--- src/rtl/seq_arithmetic_left_shift_pkg.sv ---
// Shared definitions for the sequential arithmetic shifters of the 16-bit ALU.
// Contents: operand and counter widths, the shift-amount clamp constant,
// the one-hot FSM state encoding, and the shift-count clamp helper.
package seq_arithmetic_left_shift_pkg;

    localparam int WIDTH = 16;
    localparam int CNT_W = 5;

    // A shift by the full width or more always gives the same result as a
    // shift by exactly WIDTH.
    localparam logic [CNT_W-1:0] MAX_SHIFT = 5'd16;

    // One-hot encoding lets busy/done come straight from one state flop each.
    typedef enum logic [2:0] {
        S_IDLE  = 3'b001,
        S_SHIFT = 3'b010,
        S_DONE  = 3'b100
    } state_t;

    // Reduce a full-width shift amount to a counter value in 0..MAX_SHIFT.
    function automatic logic [CNT_W-1:0] clamp_shift(input logic [WIDTH-1:0] amount);
        logic [CNT_W-1:0] result;
        if ((|amount[WIDTH-1:CNT_W]) || (amount[CNT_W-1:0] > MAX_SHIFT)) begin
            result = MAX_SHIFT;
        end else begin
            result = amount[CNT_W-1:0];
        end
        return result;
    endfunction

endpackage

--- src/rtl/seq_arithmetic_left_shift_if.sv ---
// Request/result bundle between the ALU controller and the sequential
// arithmetic left shifter.
//   start     controller -> shifter  request, sampled in IDLE or DONE
//   A, B      controller -> shifter  operand and shift amount
//   Y         shifter -> controller  registered result
//   overflow  shifter -> controller  registered signed-overflow flag
//   busy      shifter -> controller  shift in progress
//   done      shifter -> controller  one-cycle completion pulse
interface seq_arithmetic_left_shift_if;
    import seq_arithmetic_left_shift_pkg::*;

    logic             start;
    logic [WIDTH-1:0] A;
    logic [WIDTH-1:0] B;
    logic [WIDTH-1:0] Y;
    logic             overflow;
    logic             busy;
    logic             done;

    modport master (
        output start, A, B,
        input  Y, overflow, busy, done
    );

    modport slave (
        input  start, A, B,
        output Y, overflow, busy, done
    );

endinterface

--- src/rtl/seq_arithmetic_left_shift.sv ---
// Multi-cycle arithmetic left shifter: shifts A left by B (clamped to 16)
// one bit per clock, zero-filling from the LSB, and flags signed overflow
// whenever the sign bit changes at any step.
// Ports:
//   clk  rising-edge clock
//   rst  asynchronous active-high reset
//   bus  slave side of seq_arithmetic_left_shift_if (start/A/B in,
//        Y/overflow/busy/done out)
module seq_arithmetic_left_shift
    import seq_arithmetic_left_shift_pkg::*;
(
    input  logic                        clk,
    input  logic                        rst,
    seq_arithmetic_left_shift_if.slave  bus
);

    state_t           state;
    state_t           next_state;
    logic [WIDTH-1:0] work;
    logic [CNT_W-1:0] cnt;
    logic             ovf_acc;
    logic [WIDTH-1:0] y_reg;
    logic             ovf_reg;
    logic             busy_dec;
    logic             done_dec;

    logic             accept;
    logic [CNT_W-1:0] load_cnt;
    logic [WIDTH-1:0] shifted;
    logic             ovf_next;

    // Operand acceptance and one-step shift values shared by FSM and datapath.
    always_comb begin
        accept   = bus.start && ((state == S_IDLE) || (state == S_DONE));
        load_cnt = clamp_shift(bus.B);
        shifted  = {work[WIDTH-2:0], 1'b0};
        // A sign change at this step shows up as the top two bits differing.
        ovf_next = ovf_acc | (work[WIDTH-1] ^ work[WIDTH-2]);
    end

    // State register.
    always_ff @(posedge clk or posedge rst) begin
        if (rst) begin
            state <= S_IDLE;
        end else begin
            state <= next_state;
        end
    end

    // Next-state logic.
    always_comb begin
        next_state = state;
        case (state)
            S_IDLE, S_DONE: begin
                if (accept) begin
                    if (load_cnt == 5'd0) begin
                        next_state = S_DONE;
                    end else begin
                        next_state = S_SHIFT;
                    end
                end else begin
                    next_state = S_IDLE;
                end
            end
            S_SHIFT: begin
                if (cnt == 5'd1) begin
                    next_state = S_DONE;
                end else begin
                    next_state = S_SHIFT;
                end
            end
            default: next_state = S_IDLE;
        endcase
    end

    // Output decode from the registered state.
    always_comb begin
        busy_dec = (state == S_SHIFT);
        done_dec = (state == S_DONE);
    end

    // Work register, counter, sticky overflow and the result registers.
    // Y/overflow are written only on the edge that enters DONE.
    always_ff @(posedge clk or posedge rst) begin
        if (rst) begin
            work    <= 16'h0000;
            cnt     <= 5'd0;
            ovf_acc <= 1'b0;
            y_reg   <= 16'h0000;
            ovf_reg <= 1'b0;
        end else if (accept) begin
            work    <= bus.A;
            cnt     <= load_cnt;
            ovf_acc <= 1'b0;
            // A zero-length shift completes immediately with A unchanged.
            if (load_cnt == 5'd0) begin
                y_reg   <= bus.A;
                ovf_reg <= 1'b0;
            end
        end else if (state == S_SHIFT) begin
            work    <= shifted;
            cnt     <= cnt - 5'd1;
            ovf_acc <= ovf_next;
            if (cnt == 5'd1) begin
                y_reg   <= shifted;
                ovf_reg <= ovf_next;
            end
        end
    end

    assign bus.Y        = y_reg;
    assign bus.overflow = ovf_reg;
    assign bus.busy     = busy_dec;
    assign bus.done     = done_dec;

endmodule

--- src/flat_wrapper.sv ---
// flat-port wrapper written by rule: the top's interface ports become plain ports
module seq_arithmetic_left_shift_flat import seq_arithmetic_left_shift_pkg::*;
  (clk, rst, bus_start, bus_A, bus_B, bus_Y, bus_overflow, bus_busy, bus_done);
  seq_arithmetic_left_shift_if bus_i ();
  input  logic clk;
  input  logic rst;
  input wire logic [$bits(bus_i.start)-1:0] bus_start;
  input wire logic [$bits(bus_i.A)-1:0] bus_A;
  input wire logic [$bits(bus_i.B)-1:0] bus_B;
  output wire logic [$bits(bus_i.Y)-1:0] bus_Y;
  output wire logic [$bits(bus_i.overflow)-1:0] bus_overflow;
  output wire logic [$bits(bus_i.busy)-1:0] bus_busy;
  output wire logic [$bits(bus_i.done)-1:0] bus_done;
  assign bus_i.start = bus_start;
  assign bus_i.A = bus_A;
  assign bus_i.B = bus_B;
  assign bus_Y = bus_i.Y;
  assign bus_overflow = bus_i.overflow;
  assign bus_busy = bus_i.busy;
  assign bus_done = bus_i.done;
  seq_arithmetic_left_shift u_core (.clk(clk), .rst(rst), .bus(bus_i));
endmodule
--- config.mk ---
export PLATFORM = sky130hd
export DESIGN_NAME = seq_arithmetic_left_shift_flat
export DESIGN_NICKNAME = d
export VERILOG_FILES = /design/src/rtl/seq_arithmetic_left_shift_pkg.sv /design/src/rtl/seq_arithmetic_left_shift_if.sv /design/src/rtl/seq_arithmetic_left_shift.sv /design/src/flat_wrapper.sv
export SDC_FILE = /design/constraint.sdc
export NUM_CORES = 1
export LEC_CHECK = 0
export ABC_AREA = 1
export BUFFER_PORTS_ARGS = -buffer_cell sky130_fd_sc_hd__buf_2
export CORE_UTILIZATION = 45
export CTS_CLUSTER_SIZE = 10
export DETAILED_ROUTE_END_ITERATION = 12
export GPL_TIMING_DRIVEN = 0
export PLACE_DENSITY = 0.69
export SETUP_SLACK_MARGIN = 0.3
export SLEW_MARGIN = 15
export SYNTH_ARGS = -nofsm -noshare
export SYNTH_HDL_FRONTEND = slang
export SYNTH_SLANG_ARGS = --single-unit
--- constraint.sdc ---
create_clock -name clk -period 3.9 [get_ports clk]
set_input_delay 0.585 -clock clk [delete_from_list [all_inputs] [get_ports clk]]
set_output_delay 0.585 -clock clk [all_outputs]
set_load 0.01 [all_outputs]
==> impl_metrics.toml <==
[outcome]
outcome = "complete, but fails checks"
violations = "DRC"

[sta]
rsz0062_at_grt = "false"
hold_viol = 0
max_freq_mhz = 543
period_share_pct = 47.2
skew_ps = 12.6
worst_slack_ps = 2060
finalCriticalPeriod_ps = 1840
setup_viol = 0
slew_viol_final = 0
fin_tns_setup_ps = 0
relSlewSlack_pct = 65.8
tightest_slew_ps = 512

[floorplanning]
start_util_pct = 48.2
num_rows = 24
die_y_um = 71.2
core_area_um2 = 4470
die-area_um2 = 5070
io_pins = 54
die_w_um = 71.2

[clock_tree]
insertion_delay_ps = 310
numCtsBuffers = 5
cts_sinks = 42
hold_buffers = 0
h-tree-depth = 2
cts_buffer_depth = 2
cts_setup_buffers = 0
postCtsResizedCells = 0
cts-root-buf = "clkbuf_8"
cts.reportedPaths.clkPinSlew_ps = 80
tritoncts = "built"

[power]
p_leak_nw = 1.45
cellPowerDensity_nw_per_um2 = 690
ir_worst_vdd_mv = 0.289

[synth]
ys_warn_count = 0
synth_cells = 264
ys_ff_latch = 42
post-synth-top-count-cell = "nand2_1"
synth_area_um2 = 2150
synth_top_area_share_pct = 47.6
synth_adder_area_share_pct = 1.16
synth_top_family_by_area = "simple AND/OR/NAND/NOR gates"
synthMuxAreaShare_pct = 0
synthesis.nets = 301
synth_compound_area_share_pct = 9.41
synth_area_leader_cell = "dfrtp_1"
synth_xor_area_share_pct = 0.813
yosys-top-cells-count = "nand2_1, dfrtp_1, inv_1, nand3_1, nor2_1"
syn_avg_cell_area_um2 = 8.16
synth_edf_count = 0
synth-simple-area-share_pct = 31.6
ys_types = 30
netlist_top_cells_area = "dfrtp_1, nand2_1, inv_1"
synth-main-ff-cell = "dfrtp_1"
yosysSeqAreaShare_pct = 48.8
ys_async_sr_fraction_pct = 100

[placement]
dp_hpwl_mm = 3.55
post-place-ws_ps = 2070
port_buffers = 53
finalWeightedCongestion = 0.780

[worst_hold_path]
hp-class = "in2async"

[worst_setup_path]
critPathKind = "reg2out"
cp_max_fo = 7
worstSetupEndpointType = "output port"
rr_worst_depth = 8
cp-start-kind = "flip-flop"
required_ps = 3310
crit_arrival_ps = 1260

[drt]
drt_wl_total_mm = 4.71
dr.pass1.iters = 8
top_layer = "met4"
drc = 2
wl_per_cell_um = 12.4
wl_met3_um = 310
drt_iter0_drc = 131
drtAntennaViolNets = 0
drt-met1-wl_mm = 2.21
num_vias = 1896
wl_met2_mm = 2.13
routed_via_density = 5.02

[cells_and_area]
fill_cells = 440
antenna_cells = 0
area_growth_pct = 20.6
nets = 362
drive_gt1_share_pct = 28.8

[grt]
antenna_found_initial = 0
grt_pass1_wl_mm = 8.47
grt_pass1_vias = 1881
overflow = 0
grt.total_usage_pct = 21.7
grt_max_degree = 23

[flow_run]
maxCapViolations = 0
[path summary, 6_finish.rpt]
| path | start | slack [ps] | to |
|---|---|---|---|
| max in group asynchronous | rst | 3120 | u_core.bus.overflow$_DFFE_PP0P_ |
| max reg2reg | u_core.state[0]$_DFF_PP1_ | 2330 | u_core.bus.Y[15]$_DFFE_PP0P_ |
| max | u_core.state[0]$_DFF_PP1_ | 2060 | bus_busy |
| min reg2reg | u_core.work[1]$_DFFE_PP0P_ | 500 | u_core.work[1]$_DFFE_PP0P_ |
| min | rst | 310 | u_core.work[11]$_DFFE_PP0P_ |
| min in group clk | u_core.work[1]$_DFFE_PP0P_ | 500 | u_core.work[1]$_DFFE_PP0P_ |
[where the power goes]
group | switching (mW) | total, mW | internal (mW)
Combinational | 0.469 | 0.785 | 0.316
Sequential | 0.0996 | 0.725 | 0.625
Clock | 0.157 | 0.283 | 0.126
[per-layer routing]
metal  vias to the layer above  global-route usage (%)
met5                         -                       0
met1                       868                    29.2
li1                        956                       -
met3                         6                    5.70
met4                         0                    6.00
met2                        66                    34.7
[through the flow]
stage | power [mW] | hold WS (ps) | area [um2] | util [%] | std cells
6_report | 1.79 | 307 | 2600 | 58.1 | 378
4_1_cts | 1.80 | 327 | 2600 | 58.1 | 378
3_5_place_dp | 1.52 | 476 | 2510 | 56.2 | 370
5_1_grt | 1.97 | 349 | 2600 | 58.1 | 378
3_3_place_gp | 1.50 | 470 | 2480 | 55.5 | 369
2_1_floorplan | 1.29 | 449 | 2150 | - | 264
[final cells by class]
class / instances / area (um2) / share of cell area, %
Buffer: 9 / 67.6 / 2.60
Clock buffer: 6 / 72.6 / 2.79
Clock inverter: 2 / 13.8 / 0.530
Inverter: 29 / 109 / 4.19
Multi-Input combinational cell: 184 / 926 / 35.6
Sequential cell: 42 / 1050 / 40.5
Tap cell: 52 / 65.1 / 2.50
Timing Repair Buffer: 54 / 293 / 11.3
[sequential cells by signal, summed over array words and instances, names as in the netlist]
| name | count |
|---|---|
| u_core.ovf_acc | 1 |
| u_core.state | 3 |
| u_core.work | 16 |
| u_core.cnt | 5 |
| u_core.bus.overflow | 1 |
| u_core.bus.Y | 16 |
[placed cells by master (no fill, tap or decap), types with 3 or more instances in the layout]
master,n
a21oi_1,3
a31oi_1,8
buf_2,56
buf_4,4
clkbuf_8,5
dfrtp_1,41
inv_1,25
inv_2,4
nand2_1,95
nand2_2,3
nand3_1,18
nand3_2,4
nor2_1,15
nor2_2,3
nor2_4,4
o21ai_0,9
o21ai_1,6
[worst max-delay path: stages, from the launching register on]
cell	delay (ps)
dfstp_2	550
nor2_2	50
nand2_2	130
inv_1	90
buf_2	140
[kinds of logic after synthesis]
group,after synthesis
and+or+nand+nor,147
DFF,42
buffers and inverters,38
AOI/OAI and AO/OA,33
xor gates and xnor gates,2
adders and majority gates,2
Power figures use the tool's default switching activity.
